===== src/rtl/hub75_frame_loader.sv =====
// Frame loader for the HUB75 driver: syncs to start-of-frame, fills the line buffer
// one row at a time, commits rows to the back buffer and requests a frame swap at the end.
module hub75_frame_loader #(
  parameter int N_BANKS     = 2,
  parameter int N_ROWS      = 32,
  parameter int N_COLS      = 64,
  parameter int N_CHANS     = 3,
  parameter int N_PLANES    = 8,
  parameter int LOG_N_BANKS = $clog2(N_BANKS),
  parameter int LOG_N_ROWS  = $clog2(N_ROWS),
  parameter int LOG_N_COLS  = $clog2(N_COLS)
) (
  input  logic                          clk,
  input  logic                          rst,
  input  logic [N_CHANS*N_PLANES-1:0]   in_data,
  input  logic                          in_sof,
  input  logic                          in_valid,
  output logic                          in_ready,
  output logic [LOG_N_BANKS-1:0]        fbw_bank_addr,
  output logic [LOG_N_ROWS-1:0]         fbw_row_addr,
  output logic                          fbw_row_store,
  input  logic                          fbw_row_rdy,
  output logic                          fbw_row_swap,
  output logic [N_CHANS*N_PLANES-1:0]   fbw_data,
  output logic [LOG_N_COLS-1:0]         fbw_col_addr,
  output logic                          fbw_wren,
  output logic                          frame_swap,
  input  logic                          frame_rdy,
  output logic                          stat_frame_done,
  output logic                          stat_sof_err
);

  localparam int DW = N_CHANS * N_PLANES;
  localparam int RW = LOG_N_BANKS + LOG_N_ROWS;
  localparam int unsigned LAST_COL = N_COLS - 1;
  localparam int unsigned LAST_ROW = N_BANKS * N_ROWS - 1;

  typedef enum logic [2:0] {
    ST_SYNC,
    ST_FILL,
    ST_COMMIT,
    ST_FLUSH,
    ST_SWAP,
    ST_SWAP_WAIT
  } state_e;

  state_e                  state_q;
  logic [LOG_N_COLS-1:0]   col_q;
  logic [RW-1:0]           r_q;
  logic [1:0]              guard_q;
  logic                    skip_q;

  logic [LOG_N_BANKS-1:0]  bank_addr_q;
  logic [LOG_N_ROWS-1:0]   row_addr_q;
  logic                    row_store_q;
  logic                    row_swap_q;
  logic [DW-1:0]           data_q;
  logic [LOG_N_COLS-1:0]   col_addr_q;
  logic                    wren_q;
  logic                    frame_swap_q;
  logic                    frame_done_q;
  logic                    sof_err_q;

  logic last_col_d;
  logic last_row_d;
  logic rdy_ok_d;

  assign last_col_d = (col_q == LOG_N_COLS'(LAST_COL));
  assign last_row_d = (r_q == RW'(LAST_ROW));
  // The store engine's ready lags our store pulse, so it is masked for two cycles.
  assign rdy_ok_d   = fbw_row_rdy && (guard_q == 2'd0);

  assign in_ready = ~rst & ((state_q == ST_SYNC) | (state_q == ST_FILL));

  always_ff @(posedge clk or posedge rst) begin
    if (rst) begin
      state_q      <= ST_SYNC;
      col_q        <= '0;
      r_q          <= '0;
      guard_q      <= '0;
      skip_q       <= 1'b0;
      bank_addr_q  <= '0;
      row_addr_q   <= '0;
      row_store_q  <= 1'b0;
      row_swap_q   <= 1'b0;
      data_q       <= '0;
      col_addr_q   <= '0;
      wren_q       <= 1'b0;
      frame_swap_q <= 1'b0;
      frame_done_q <= 1'b0;
      sof_err_q    <= 1'b0;
    end else begin
      row_store_q  <= 1'b0;
      row_swap_q   <= 1'b0;
      wren_q       <= 1'b0;
      frame_swap_q <= 1'b0;
      frame_done_q <= 1'b0;
      sof_err_q    <= 1'b0;
      if (guard_q != 2'd0) guard_q <= guard_q - 2'd1;

      case (state_q)
        ST_SYNC: begin
          if (in_valid && in_sof) begin
            wren_q     <= 1'b1;
            data_q     <= in_data;
            col_addr_q <= '0;
            col_q      <= LOG_N_COLS'(1);
            r_q        <= '0;
            state_q    <= ST_FILL;
          end
        end

        ST_FILL: begin
          if (in_valid) begin
            wren_q <= 1'b1;
            data_q <= in_data;
            if (in_sof && ((col_q != '0) || (r_q != '0))) begin
              // Resync: partial row dropped, this pixel restarts the frame.
              sof_err_q  <= 1'b1;
              col_addr_q <= '0;
              col_q      <= LOG_N_COLS'(1);
              r_q        <= '0;
            end else begin
              col_addr_q <= col_q;
              if (last_col_d) begin
                col_q   <= '0;
                state_q <= ST_COMMIT;
              end else begin
                col_q <= col_q + 1'b1;
              end
            end
          end
        end

        ST_COMMIT: begin
          if (rdy_ok_d) begin
            row_store_q <= 1'b1;
            row_swap_q  <= 1'b1;
            bank_addr_q <= r_q[RW-1 -: LOG_N_BANKS];
            row_addr_q  <= r_q[LOG_N_ROWS-1:0];
            guard_q     <= 2'd2;
            if (last_row_d) begin
              r_q     <= '0;
              state_q <= ST_FLUSH;
            end else begin
              r_q     <= r_q + 1'b1;
              state_q <= ST_FILL;
            end
          end
        end

        ST_FLUSH: begin
          if (rdy_ok_d) state_q <= ST_SWAP;
        end

        ST_SWAP: begin
          if (frame_rdy) begin
            frame_swap_q <= 1'b1;
            skip_q       <= 1'b1;
            state_q      <= ST_SWAP_WAIT;
          end
        end

        ST_SWAP_WAIT: begin
          if (skip_q) begin
            skip_q <= 1'b0;
          end else if (frame_rdy) begin
            frame_done_q <= 1'b1;
            state_q      <= ST_SYNC;
          end
        end

        default: state_q <= ST_SYNC;
      endcase
    end
  end

  assign fbw_bank_addr   = bank_addr_q;
  assign fbw_row_addr    = row_addr_q;
  assign fbw_row_store   = row_store_q;
  assign fbw_row_swap    = row_swap_q;
  assign fbw_data        = data_q;
  assign fbw_col_addr    = col_addr_q;
  assign fbw_wren        = wren_q;
  assign frame_swap      = frame_swap_q;
  assign stat_frame_done = frame_done_q;
  assign stat_sof_err    = sof_err_q;

endmodule


===== config.mk =====
export PLATFORM = sky130hd
export DESIGN_NAME = hub75_frame_loader
export DESIGN_NICKNAME = d
export VERILOG_FILES = /design/src/rtl/hub75_frame_loader.sv
export SDC_FILE = /design/constraint.sdc
export NUM_CORES = 1
export LEC_CHECK = 0
export BUFFER_PORTS_ARGS = -buffer_cell sky130_fd_sc_hd__buf_2
export CORE_MARGIN = 5
export CORE_UTILIZATION = 52
export DETAILED_ROUTE_END_ITERATION = 16
export PLACE_DENSITY = 0.82
export SLEW_MARGIN = 15
export SYNTH_ARGS = -nofsm -noshare
export SYNTH_HDL_FRONTEND = slang
export SYNTH_SLANG_ARGS = --single-unit
export TNS_END_PERCENT = 5

===== constraint.sdc =====
create_clock -name clk -period 2.2 [get_ports clk]
set_clock_uncertainty 0.1 [all_clocks]
set_input_delay 0.11 -clock clk [delete_from_list [all_inputs] [get_ports clk]]
set_output_delay 0.11 -clock clk [all_outputs]
set_load 0.05 [all_outputs]

==> impl_metrics.tcl <==
set metrics [dict create \
    cp-end-kind "flip-flop" \
    layout.nets 426 \
    fp.dieH_um 82.2 \
    wire_per_inst_um 13.8 \
    cts_tree "built" \
    seq_area_mm2 0.00148 \
    fmaxAchievable_mhz 495 \
    n_fill_cell 397 \
    slowest_stage "or4_4" \
    ctsResizeCount 0 \
    grt_pass1_vias 2461 \
    worst_path_largest_cell_delay_ps 560 \
    antenna_cells 0 \
    htreeDepth 3 \
    final_cell_mix "nand2_1 (100), buf_2 (72), dfrtp_1 (59)" \
    coreArea_mm2 0.00507 \
    rows 26 \
    io_pins 73 \
    syn_nets 321 \
    path_buf_inv 0 \
    path_max_fanout 11 \
    place.gp.congestion 0.861 \
    tightest_slew_ps 556 \
    fin_setup_tns_ps 0 \
    die_x_um 82.2 \
    setup_viol 0 \
    numCtsBuffers 9 \
    worstPathCellList "or4_4 > o31ai_4 > nand2_2 > o32ai_1" \
    netlist_top_cells_area "dfrtp_1 (55%), nand2_1 (14%), o21ai_0 (2.4%)" \
    arrival_ps 2160 \
    cap_violations 0 \
    ant_nets 0 \
    overflow 0 \
    hold_viol_final 0 \
    hold_path.class "in2reg" \
    ys_async_sr_fraction_pct 100 \
    synth-edff-count 0 \
    clk_latency_ps 340 \
    critical_path_class "reg2reg" \
    grt_usage_pct 21.4 \
    crit_required_ps 2340 \
    synth_cell_type_count 48 \
    period_share_pct 91.8 \
    syn_area_per_cell_um2 9.43 \
    die_area_mm2 0.00675 \
    area_growth_pct 32.3 \
    io_buffers 72 \
    dr.pass1.iters 4 \
    status "complete, no violations" \
    drt_iter0_markers 125 \
    cts_buffer_depth 2 \
    synth_top_area_cell "dfrtp_1" \
    power_mw 5.06 \
    power.leakage_nw 1.83 \
    dpl.hpwl_mm 4.31 \
    final_common_cell "nand2_1" \
    clk_pin_slew_worst_paths_ps 70 \
    period_needed_ps 2020 \
    vias 2380 \
    drc 0 \
    cts_sinks 59 \
    drt-total-wl_mm 6.46 \
    final_core_util_pct 70.6 \
    drv_slew 0 \
    antenna_found_initial 0 \
    viasPerCell 5.10 \
    drive_above_1_share_pct 28.7 \
    syn-cell-area_mm2 0.00271 \
    critPathTopFamily "simple AND/OR/NAND/NOR gates" \
    synthCells 287 \
    grt_max_degree 35 \
    multiInputGateArea_mm2 0.00107 \
    cp-start-kind "flip-flop" \
    synth_top_area_share_pct 54.5 \
    yosysWarnings 0 \
    vdd_drop_max_uv 819 \
    grt_pass1_wl_mm 10.8 \
    ys_seq_area_share_pct 54.5 \
    cts-root-buf "clkbuf_8" \
    slew_headroom_pct 62.9 \
    synth_seq_cells 59 \
    rsz0062_at_grt "false" \
    synthFlopType "dfrtp_1" \
    powerDensity_mw_per_mm2 1410 \
    start_util_pct 53.4 \
]
==> kinds of logic (layout without fill, tap and decap cells) <==
kind of cell               count (synthesis)  after routing  share of synthesized area (%)
AOI/OAI and AO/OA                         45             45                           12.2
adders and majority gates                  4              4                           1.85
buffers and inverters                     30            140                           5.87
DFF                                       59             59                           54.5
muxes                                      2              2                          0.786
and+or+nand+nor                          147            147                           24.8
==> cell usage after synthesis (2+ instances only) <==
| master | instances |
|---|---|
| nand2_1 | 100 |
| dfrtp_1 | 59 |
| inv_1 | 14 |
| o21ai_0 | 13 |
| nand3_1 | 9 |
| clkbuf_1 | 8 |
| nor2_1 | 7 |
| a21oi_1 | 5 |
| nor2b_1 | 5 |
| a41oi_1 | 4 |
| buf_6 | 4 |
| ha_1 | 4 |
| o22ai_1 | 4 |
| o31ai_1 | 4 |
| or2_2 | 4 |
| nand4_1 | 3 |
| a211oi_1 | 2 |
| buf_2 | 2 |
| nor3_1 | 2 |
| nor3b_1 | 2 |
| o211ai_1 | 2 |
| o221ai_1 | 2 |
| o31ai_2 | 2 |
| or3b_2 | 2 |
==> worst min-delay path: stages <==
cell      delay [ps]
buf_2            130
o31ai_4           90
a211oi_1          80
o21ai_0          140
==> registers in the layout, summed over array words and instances (netlist names), 2 cells and up <==
name,flops
fbw_col_addr,6
guard_q,2
state_q,3
fbw_row_addr,5
fbw_data,24
r_q,6
col_q,6
==> through the flow <==
| step | std cells | setup WS [ps] | hold slack (ps) | area [um2] |
|---|---|---|---|---|
| floorplan | 287 | 260 | 115 | 2710 |
| global placement | 424 | 267 | 97.6 | 3140 |
| detailed placement | 424 | 206 | 108 | 3140 |
| CTS | 467 | 187 | 155 | 3580 |
| global route | 467 | 68.0 | 191 | 3580 |
| finish | 467 | 180 | 158 | 3580 |
==> routing by layer <==
layer / vias up / part of all wire, % / track usage [%]
li1: 1171 / - / -
met1: 1123 / 43 / 25.3
met2: 73 / 48 / 35.0
met3: 13 / 7.4 / 7.59
met4: 0 / 1.9 / 10.1
met5: - / 0 / 0
==> worst paths after layout <==
| kind | from | end | slack [ps] | cells after the start |
|---|---|---|---|---|
| max | r_q[3] | col_q[5] | 180 | 4 |
| min | in_sof | r_q[4] | 160 | 4 |
| max reg2reg | r_q[3] | col_q[5] | 180 | 4 |
| min reg2reg | guard_q[0] | guard_q[0] | 350 | 1 |
| max in group asynchronous | rst | col_q[2] | 1150 | 4 |
| min in group asynchronous | rst | state_q[1] | 290 | 3 |
==> power breakdown <==
group          total, mW  internal, mW  switching (mW)
sequential          1.63          1.44           0.198
combinational       2.58         0.683            1.90
clock              0.841         0.407           0.434
total               5.06          2.52            2.53
==> cell type report <==
class | count | area share (%)
Multi-Input combinational cell | 198 | 29.9
Clock buffer | 10 | 3.56
Sequential cell | 59 | 41.2
Clock inverter | 6 | 1.15
Inverter | 14 | 1.47
Timing Repair Buffer | 110 | 20.3
Tap cell | 70 | 2.44
==> repair_timing <==
action / 4_1_cts / 5_1_grt
hold endpoints to repair: 53 / 0
buffers inserted: 0 / 0
hold buffers: 27 / 0
(Power assumes the default switching activity.)
